==> src/rtl/regfile_port_arbiter_pkg.sv <==
// Shared constants and types for the register-file port arbiter.
// Holds the register-file geometry, the FSM state type and the per-requester transaction bundle.
package rf_pkg;

    localparam int unsigned RF_DW    = 16;
    localparam int unsigned RF_AW    = 5;
    localparam int unsigned RF_DEPTH = 2 ** RF_AW;

    typedef enum logic {
        CLEAR,
        ACTIVE
    } state_e;

    typedef struct packed {
        logic [RF_AW-1:0] ra;
        logic [RF_AW-1:0] rb;
        logic [RF_AW-1:0] rw;
        logic             we;
        logic [RF_DW-1:0] wd;
    } rf_txn_t;

    function automatic rf_txn_t mk_txn(
        input logic [RF_AW-1:0] ra,
        input logic [RF_AW-1:0] rb,
        input logic [RF_AW-1:0] rw,
        input logic             we,
        input logic [RF_DW-1:0] wd
    );
        rf_txn_t t;
        t.ra = ra;
        t.rb = rb;
        t.rw = rw;
        t.we = we;
        t.wd = wd;
        return t;
    endfunction

endpackage

==> src/rtl/regfile_port_arbiter_if.sv <==
// Bundle of requester, control and register-file signals around the arbiter.
// The slave modport is the arbiter's view; master is the surrounding system.
interface regfile_port_arbiter_if
    import rf_pkg::*;
#(
    parameter int unsigned DW = RF_DW,
    parameter int unsigned AW = RF_AW
) ();

    logic          clr;
    logic          busy;

    logic          req0;
    logic [AW-1:0] ra0;
    logic [AW-1:0] rb0;
    logic [AW-1:0] rw0;
    logic          we0;
    logic [DW-1:0] wd0;
    logic          gnt0;
    logic          rvalid0;

    logic          req1;
    logic [AW-1:0] ra1;
    logic [AW-1:0] rb1;
    logic [AW-1:0] rw1;
    logic          we1;
    logic [DW-1:0] wd1;
    logic          gnt1;
    logic          rvalid1;

    logic [DW-1:0] rdata_a;
    logic [DW-1:0] rdata_b;

    logic [AW-1:0] rf_ra;
    logic [AW-1:0] rf_rb;
    logic [AW-1:0] rf_rw;
    logic          rf_we;
    logic [DW-1:0] rf_busw;
    logic [DW-1:0] rf_busa;
    logic [DW-1:0] rf_busb;

    modport slave (
        input  clr,
        input  req0, ra0, rb0, rw0, we0, wd0,
        input  req1, ra1, rb1, rw1, we1, wd1,
        input  rf_busa, rf_busb,
        output busy,
        output gnt0, rvalid0,
        output gnt1, rvalid1,
        output rdata_a, rdata_b,
        output rf_ra, rf_rb, rf_rw, rf_we, rf_busw
    );

    modport master (
        output clr,
        output req0, ra0, rb0, rw0, we0, wd0,
        output req1, ra1, rb1, rw1, we1, wd1,
        output rf_busa, rf_busb,
        input  busy,
        input  gnt0, rvalid0,
        input  gnt1, rvalid1,
        input  rdata_a, rdata_b,
        input  rf_ra, rf_rb, rf_rw, rf_we, rf_busw
    );

endinterface

==> src/rtl/regfile_port_arbiter_rr_arb2.sv <==
// Two-way round-robin arbiter; a tie goes to the requester not granted most recently.
module rr_arb2 (
    input  logic       clk,
    input  logic       rst,
    input  logic [1:0] i_req,
    input  logic       i_en,
    output logic [1:0] o_gnt
);

    // Index of the most recent grant; reset to 1 so requester 0 wins the first tie.
    logic r_last;

    always_comb begin
        o_gnt = 2'b00;
        if (i_en) begin
            unique case (i_req)
                2'b01:   o_gnt = 2'b01;
                2'b10:   o_gnt = 2'b10;
                2'b11:   o_gnt = r_last ? 2'b01 : 2'b10;
                default: o_gnt = 2'b00;
            endcase
        end
    end

    always_ff @(posedge clk or posedge rst) begin
        if (rst) begin
            r_last <= 1'b1;
        end else if (|o_gnt) begin
            r_last <= o_gnt[1];
        end
    end

endmodule

==> src/rtl/regfile_port_arbiter.sv <==
// Shares a single-ported 32x16 register file between two requesters and zero-fills it
// after reset or on a clr pulse.
module regfile_port_arbiter
    import rf_pkg::*;
(
    input logic                   clk,
    input logic                   rst,
    regfile_port_arbiter_if.slave bus
);

    localparam logic [RF_AW-1:0] LAST_ADDR = RF_AW'(RF_DEPTH - 1);

    state_e           r_state;
    logic [RF_AW-1:0] r_cnt;
    logic             r_rvalid0;
    logic             r_rvalid1;

    logic [1:0]       w_req;
    logic [1:0]       w_gnt;
    logic             w_arb_en;
    rf_txn_t          w_txn0;
    rf_txn_t          w_txn1;
    rf_txn_t          w_sel;

    assign w_arb_en = (r_state == ACTIVE);
    assign w_req    = {bus.req1, bus.req0};
    assign w_txn0   = mk_txn(bus.ra0, bus.rb0, bus.rw0, bus.we0, bus.wd0);
    assign w_txn1   = mk_txn(bus.ra1, bus.rb1, bus.rw1, bus.we1, bus.wd1);

    rr_arb2 u_arb (
        .clk   (clk),
        .rst   (rst),
        .i_req (w_req),
        .i_en  (w_arb_en),
        .o_gnt (w_gnt)
    );

    // Fill counter wraps 31 -> 0 on its own, so leaving CLEAR needs no explicit reload.
    always_ff @(posedge clk or posedge rst) begin
        if (rst) begin
            r_state   <= CLEAR;
            r_cnt     <= '0;
            r_rvalid0 <= 1'b0;
            r_rvalid1 <= 1'b0;
        end else begin
            r_rvalid0 <= w_gnt[0];
            r_rvalid1 <= w_gnt[1];
            case (r_state)
                CLEAR: begin
                    r_cnt <= r_cnt + 1'b1;
                    if (r_cnt == LAST_ADDR) begin
                        r_state <= ACTIVE;
                    end
                end
                ACTIVE: begin
                    if (bus.clr) begin
                        r_state <= CLEAR;
                        r_cnt   <= '0;
                    end
                end
                default: begin
                    r_state <= CLEAR;
                    r_cnt   <= '0;
                end
            endcase
        end
    end

    // An idle cycle selects the all-zero bundle, which also forces rf_we low.
    always_comb begin
        w_sel = '0;
        unique case (w_gnt)
            2'b01:   w_sel = w_txn0;
            2'b10:   w_sel = w_txn1;
            default: w_sel = '0;
        endcase
    end

    always_comb begin
        bus.rf_ra   = '0;
        bus.rf_rb   = '0;
        bus.rf_rw   = '0;
        bus.rf_we   = 1'b0;
        bus.rf_busw = '0;
        if (r_state == CLEAR) begin
            bus.rf_we = 1'b1;
            bus.rf_rw = r_cnt;
        end else begin
            bus.rf_ra   = w_sel.ra;
            bus.rf_rb   = w_sel.rb;
            bus.rf_rw   = w_sel.rw;
            bus.rf_we   = w_sel.we;
            bus.rf_busw = w_sel.wd;
        end
    end

    assign bus.gnt0    = w_gnt[0];
    assign bus.gnt1    = w_gnt[1];
    assign bus.rvalid0 = r_rvalid0;
    assign bus.rvalid1 = r_rvalid1;
    assign bus.rdata_a = bus.rf_busa;
    assign bus.rdata_b = bus.rf_busb;
    assign bus.busy    = (r_state == CLEAR);

endmodule

==> src/flat_wrapper.sv <==
// flat-port wrapper written by rule: the top's interface ports become plain ports
module regfile_port_arbiter_flat import rf_pkg::*;
  (clk, rst, bus_clr, bus_req0, bus_ra0, bus_rb0, bus_rw0, bus_we0, bus_wd0, bus_req1, bus_ra1, bus_rb1, bus_rw1, bus_we1, bus_wd1, bus_rf_busa, bus_rf_busb, bus_busy, bus_gnt0, bus_rvalid0, bus_gnt1, bus_rvalid1, bus_rdata_a, bus_rdata_b, bus_rf_ra, bus_rf_rb, bus_rf_rw, bus_rf_we, bus_rf_busw);
  regfile_port_arbiter_if bus_i ();
  input logic clk;
  input logic rst;
  input wire logic [$bits(bus_i.clr)-1:0] bus_clr;
  input wire logic [$bits(bus_i.req0)-1:0] bus_req0;
  input wire logic [$bits(bus_i.ra0)-1:0] bus_ra0;
  input wire logic [$bits(bus_i.rb0)-1:0] bus_rb0;
  input wire logic [$bits(bus_i.rw0)-1:0] bus_rw0;
  input wire logic [$bits(bus_i.we0)-1:0] bus_we0;
  input wire logic [$bits(bus_i.wd0)-1:0] bus_wd0;
  input wire logic [$bits(bus_i.req1)-1:0] bus_req1;
  input wire logic [$bits(bus_i.ra1)-1:0] bus_ra1;
  input wire logic [$bits(bus_i.rb1)-1:0] bus_rb1;
  input wire logic [$bits(bus_i.rw1)-1:0] bus_rw1;
  input wire logic [$bits(bus_i.we1)-1:0] bus_we1;
  input wire logic [$bits(bus_i.wd1)-1:0] bus_wd1;
  input wire logic [$bits(bus_i.rf_busa)-1:0] bus_rf_busa;
  input wire logic [$bits(bus_i.rf_busb)-1:0] bus_rf_busb;
  output wire logic [$bits(bus_i.busy)-1:0] bus_busy;
  output wire logic [$bits(bus_i.gnt0)-1:0] bus_gnt0;
  output wire logic [$bits(bus_i.rvalid0)-1:0] bus_rvalid0;
  output wire logic [$bits(bus_i.gnt1)-1:0] bus_gnt1;
  output wire logic [$bits(bus_i.rvalid1)-1:0] bus_rvalid1;
  output wire logic [$bits(bus_i.rdata_a)-1:0] bus_rdata_a;
  output wire logic [$bits(bus_i.rdata_b)-1:0] bus_rdata_b;
  output wire logic [$bits(bus_i.rf_ra)-1:0] bus_rf_ra;
  output wire logic [$bits(bus_i.rf_rb)-1:0] bus_rf_rb;
  output wire logic [$bits(bus_i.rf_rw)-1:0] bus_rf_rw;
  output wire logic [$bits(bus_i.rf_we)-1:0] bus_rf_we;
  output wire logic [$bits(bus_i.rf_busw)-1:0] bus_rf_busw;
  assign bus_i.clr = bus_clr;
  assign bus_i.req0 = bus_req0;
  assign bus_i.ra0 = bus_ra0;
  assign bus_i.rb0 = bus_rb0;
  assign bus_i.rw0 = bus_rw0;
  assign bus_i.we0 = bus_we0;
  assign bus_i.wd0 = bus_wd0;
  assign bus_i.req1 = bus_req1;
  assign bus_i.ra1 = bus_ra1;
  assign bus_i.rb1 = bus_rb1;
  assign bus_i.rw1 = bus_rw1;
  assign bus_i.we1 = bus_we1;
  assign bus_i.wd1 = bus_wd1;
  assign bus_i.rf_busa = bus_rf_busa;
  assign bus_i.rf_busb = bus_rf_busb;
  assign bus_busy = bus_i.busy;
  assign bus_gnt0 = bus_i.gnt0;
  assign bus_rvalid0 = bus_i.rvalid0;
  assign bus_gnt1 = bus_i.gnt1;
  assign bus_rvalid1 = bus_i.rvalid1;
  assign bus_rdata_a = bus_i.rdata_a;
  assign bus_rdata_b = bus_i.rdata_b;
  assign bus_rf_ra = bus_i.rf_ra;
  assign bus_rf_rb = bus_i.rf_rb;
  assign bus_rf_rw = bus_i.rf_rw;
  assign bus_rf_we = bus_i.rf_we;
  assign bus_rf_busw = bus_i.rf_busw;
  regfile_port_arbiter u_core (.clk(clk), .rst(rst), .bus(bus_i));
endmodule
==> config.mk <==
export PLATFORM = sky130hd
export DESIGN_NAME = regfile_port_arbiter_flat
export DESIGN_NICKNAME = d
export VERILOG_FILES = /design/src/rtl/regfile_port_arbiter_pkg.sv /design/src/rtl/regfile_port_arbiter_if.sv /design/src/rtl/regfile_port_arbiter_rr_arb2.sv /design/src/rtl/regfile_port_arbiter.sv /design/src/flat_wrapper.sv
export SDC_FILE = /design/constraint.sdc
export NUM_CORES = 1
export LEC_CHECK = 0
export ABC_AREA = 1
export BUFFER_PORTS_ARGS = -buffer_cell sky130_fd_sc_hd__buf_2
export CORE_UTILIZATION = 28
export DETAILED_ROUTE_END_ITERATION = 6
export PLACE_DENSITY = 0.78
export RECOVER_POWER = 25
export SETUP_SLACK_MARGIN = 0.1
export SLEW_MARGIN = 20
export SYNTH_ARGS = -nofsm -noshare
export SYNTH_HDL_FRONTEND = slang
export SYNTH_SLANG_ARGS = --single-unit
==> constraint.sdc <==
create_clock -name clk -period 1.6 [get_ports clk]
set_input_delay 0.16 -clock clk [delete_from_list [all_inputs] [get_ports clk]]
set_output_delay 0.16 -clock clk [all_outputs]
set_load 0.05 [all_outputs]
==> flow_summary.yaml <==
pwr:
  sequentialPowerShare_pct: 20.6
  internal_power_w: 0.00104
  power_switching_share_pct: 50.5
  ir_worst_vdd_uv: 966
  cellPowerDensity_nw_per_um2: 886
  power.static_leakage_nw: 1.00
  power.share.clock_pct: 12.7
  netSwitchingPower_w: 0.00106
  power_frac_comb_pct: 66.6
outcome:
  run_status: "finished with violations"
  violations_in_the_final_reports: "negative setup slack"
global_routing:
  number_of_antenna_violations_at_the_first_check_in_global_routing: 0
  met1_demand_to_capacity_share_in_global_routing_pct: 19.1
  grt_util_met3_pct: 4.17
  grt.total_usage_pct: 17.4
  grt_most_used_layer: "met2"
  grt.overflow.total: 0
  via_count_of_the_first_global_routing_pass: 1451
  gr-usage-met2_pct: 32.8
  grt_max_degree: 21
  grt_first_pass_wirelength_mm: 6.16
worst_setup_path:
  reg2reg_to: "u_core.r_cnt[4]$_DFFE_PP0P_"
  path_buf_inv: 3
  critical_path_cell_count: 8
  rrSetupSlack_ps: 330
  path_depth_of_the_worst_reg2reg_path: 6
  critPathCaptureType: "output pin"
  worstReg2RegStart: "u_core.r_cnt[0]$_DFFE_PP0P_"
  critPathLaunch: "u_core.u_arb.r_last$_DFFE_PP1P_"
  critical_path.max_stage_delay_ps: 540
  worst-path-max-fanout: 10
  critPathArrivalTime_ps: 1850
  crit_path_end: "bus_rf_busw[5]"
  timing.setup.critical_path_class: "reg -> out"
  critical_path.cell_chain: "o21ai_2 > nor2_4 > inv_2 > ha_4 > nand2_8 > buf_12 > a21oi_4 > buf_8"
  cp.required_ps: 1440
  family_with_the_most_delay_on_the_worst_path: "flip-flops"
  critical_path.startpoint_type: "flop"
  slowest_stage_cell_on_the_critical_path: "sky130_fd_sc_hd__dfstp_2"
floorplan:
  initial_core_util_pct: 29.8
  die_height_um: 67.9
  core_area_um2: 4090
  pin_count: 170
  fp.dieW_um: 67.9
  num_rows: 23
  die_area_um2: 4620
placed_design:
  gp_routability_congestion: 0.842
  place_area_um2: 2010
  place_hpwl_mm: 3.18
  port_buffers: 105
logic_synthesis:
  synth-warning-count: 0
  ys_top_cells_by_area: "sky130_fd_sc_hd__nand2_1, sky130_fd_sc_hd__buf_4, sky130_fd_sc_hd__dfrtp_1, sky130_fd_sc_hd__a21oi_1, sky130_fd_sc_hd__ha_1"
  synth_cell_type_count: 15
  synth.ff_latch_count: 9
  synth_seq_area_share_pct: 18.6
  yosysTopAreaCellShare_pct: 31.8
  synth_cells: 208
  yosysTopAreaCell: "sky130_fd_sc_hd__nand2_1"
  synth_nets: 314
  syn_area_um2: 1220
  avgSynthCellArea_um2: 5.85
routing:
  detailedRoute.firstPassIterationCount: 4
  routed_wire_length_per_instance_um: 12.1
  drt_iter0_markers: 16
  totalWireLength_mm: 4.19
  vias_per_cell: 4.64
  route.antenna.remaining_nets: 0
  vias: 1611
  remaining_drc_errors: 0
clocking:
  cts_max_level: 1
  ctsLongestPathBuffers: 2
  inserted_clock_buffers: 3
  worst_skew_pair.late_latency_ps: 230
  numClockSinks: 9
  clk_pin_slew_ps: 40
  ctsRootBufferMaster: "sky130_fd_sc_hd__clkbuf_8"
  tritoncts: "built"
final_layout:
  final_instance_area_um2: 2360
  num-nets-final: 404
  area_growth_syn_to_layout_pct: 94.1
  layout.cells.most_common_list: "sky130_fd_sc_hd__nand2_1, sky130_fd_sc_hd__buf_2, sky130_fd_sc_hd__buf_6, sky130_fd_sc_hd__a21oi_4, sky130_fd_sc_hd__buf_4"
  share_of_final_layout_standard_cells_stronger_than_drive_strength_1_pct: 58.6
  post_route_utilization_pct: 57.8
  antenna_diode_count: 0
  final_common_cell: "sky130_fd_sc_hd__nand2_1"
timing:
  timing_worst_slew_pin_value_ps: 349
  final.period_utilization_pct: 126
  drv_slew: 0
  fin_worst_hold_slack_ps: 127
  timing.final.hold_violations: 0
  min_period_ps: 2010
  layout_setup_ws_ps: -409
  max-slew-margin-rel_pct: 76.7
  maxClockFrequency_ghz: 0.498
  unrepaired_setup_endpoints_after_global_routing: "yes"
  fin_skew_ps: 0.742
  final-setup-viol-count: 33
hold_path:
  worst_hold_path_type: "in -> reg"
  min_from: "bus_clr"
flow_run:
  drv.max_cap_violation_count: 0
routing by layer:
metal  part of all wire [%]  vias up  routed length [um]
li1                       -      795                   -
met3                    7.8        8                 326
met4                   0.91        0                  38
met1                     39      734                1610
met5                      0        -                   0
met2                     53       74                2210
registers in the layout, indices dropped and copies added, names as in the netlist:
| signal | cells |
|---|---|
| u_core.bus.rvalid0 | 1 |
| u_core.bus.rvalid1 | 1 |
| u_core.r_cnt | 5 |
| u_core.r_state | 1 |
| u_core.u_arb.r_last | 1 |
cells in the mapped netlist (all sizes together):
library cell and number:
buf 41, inv 10, a21oi 26, dfrtp 8
nand2 104, nand3 3, ha 5, dfstp 1
nor2 3, o21ai 7
layout make-up:
cell class              count  area, um2
repair buffers            126        960
clock buffers               4       45.0
inverters                  10       43.8
well taps                  50       62.6
flip-flops and latches      9        228
multi-input cells         148       1020
fillers                   375       1720
timing repair:
action | in CTS | in global routing
resized for setup | 77 | 4
gates cloned | 1 | 0
endpoints found under the setup margin | 34 | 34
hold buffers | 1 | 0
buffers inserted | 4 | 0
pin swaps | 2 | 0
hold endpoints to repair | 8 | 0
cell families (layout without fill, tap and decap cells):
logic type,Yosys count,in the layout,synth area share [%]
flip-flops,9,9,18.6
AO/OA/AOI/OAI,33,33,13.9
AND/OR/NAND/NOR,110,110,34.6
buffers and inverters,51,140,27.7
adder cells (fa/ha/maj),5,5,5.14
worst min path at each step:
stage                     slack (ps)  cells after the start                           end
final                            130                      2      u_core.r_state$_DFF_PP0_
after global routing             120                      2      u_core.r_state$_DFF_PP0_
after CTS                        120                      2      u_core.r_state$_DFF_PP0_
after detailed placement         140                      2   u_core.r_cnt[1]$_DFFE_PP0P_
after global placement           130                      2   u_core.r_cnt[1]$_DFFE_PP0P_
after floorplan                  -10                      1  u_core.bus.rvalid0$_DFF_PP0_
through the flow:
stage          power, W  cells  TNS, ps  setup WS, ps
2_1_floorplan   0.00153    208   -14610          -479
3_3_place_gp    0.00163    337    -7350          -251
3_5_place_dp    0.00165    337    -9050          -307
4_1_cts         0.00210    347   -12770          -415
5_1_grt         0.00225    347   -14840          -480
6_report        0.00209    347   -12480          -409
power groups by stage:
stage | registers [W] | clock network, W | logic (W)
after floorplan | 0.000442 | 0 | 0.00109
after global placement | 0.000426 | 0 | 0.00120
after detailed placement | 0.000429 | 0 | 0.00122
after CTS | 0.000430 | 0.000275 | 0.00140
after global routing | 0.000449 | 0.000294 | 0.00151
final | 0.000432 | 0.000267 | 0.00140
Note: power is estimated with default switching activity, not from simulation.
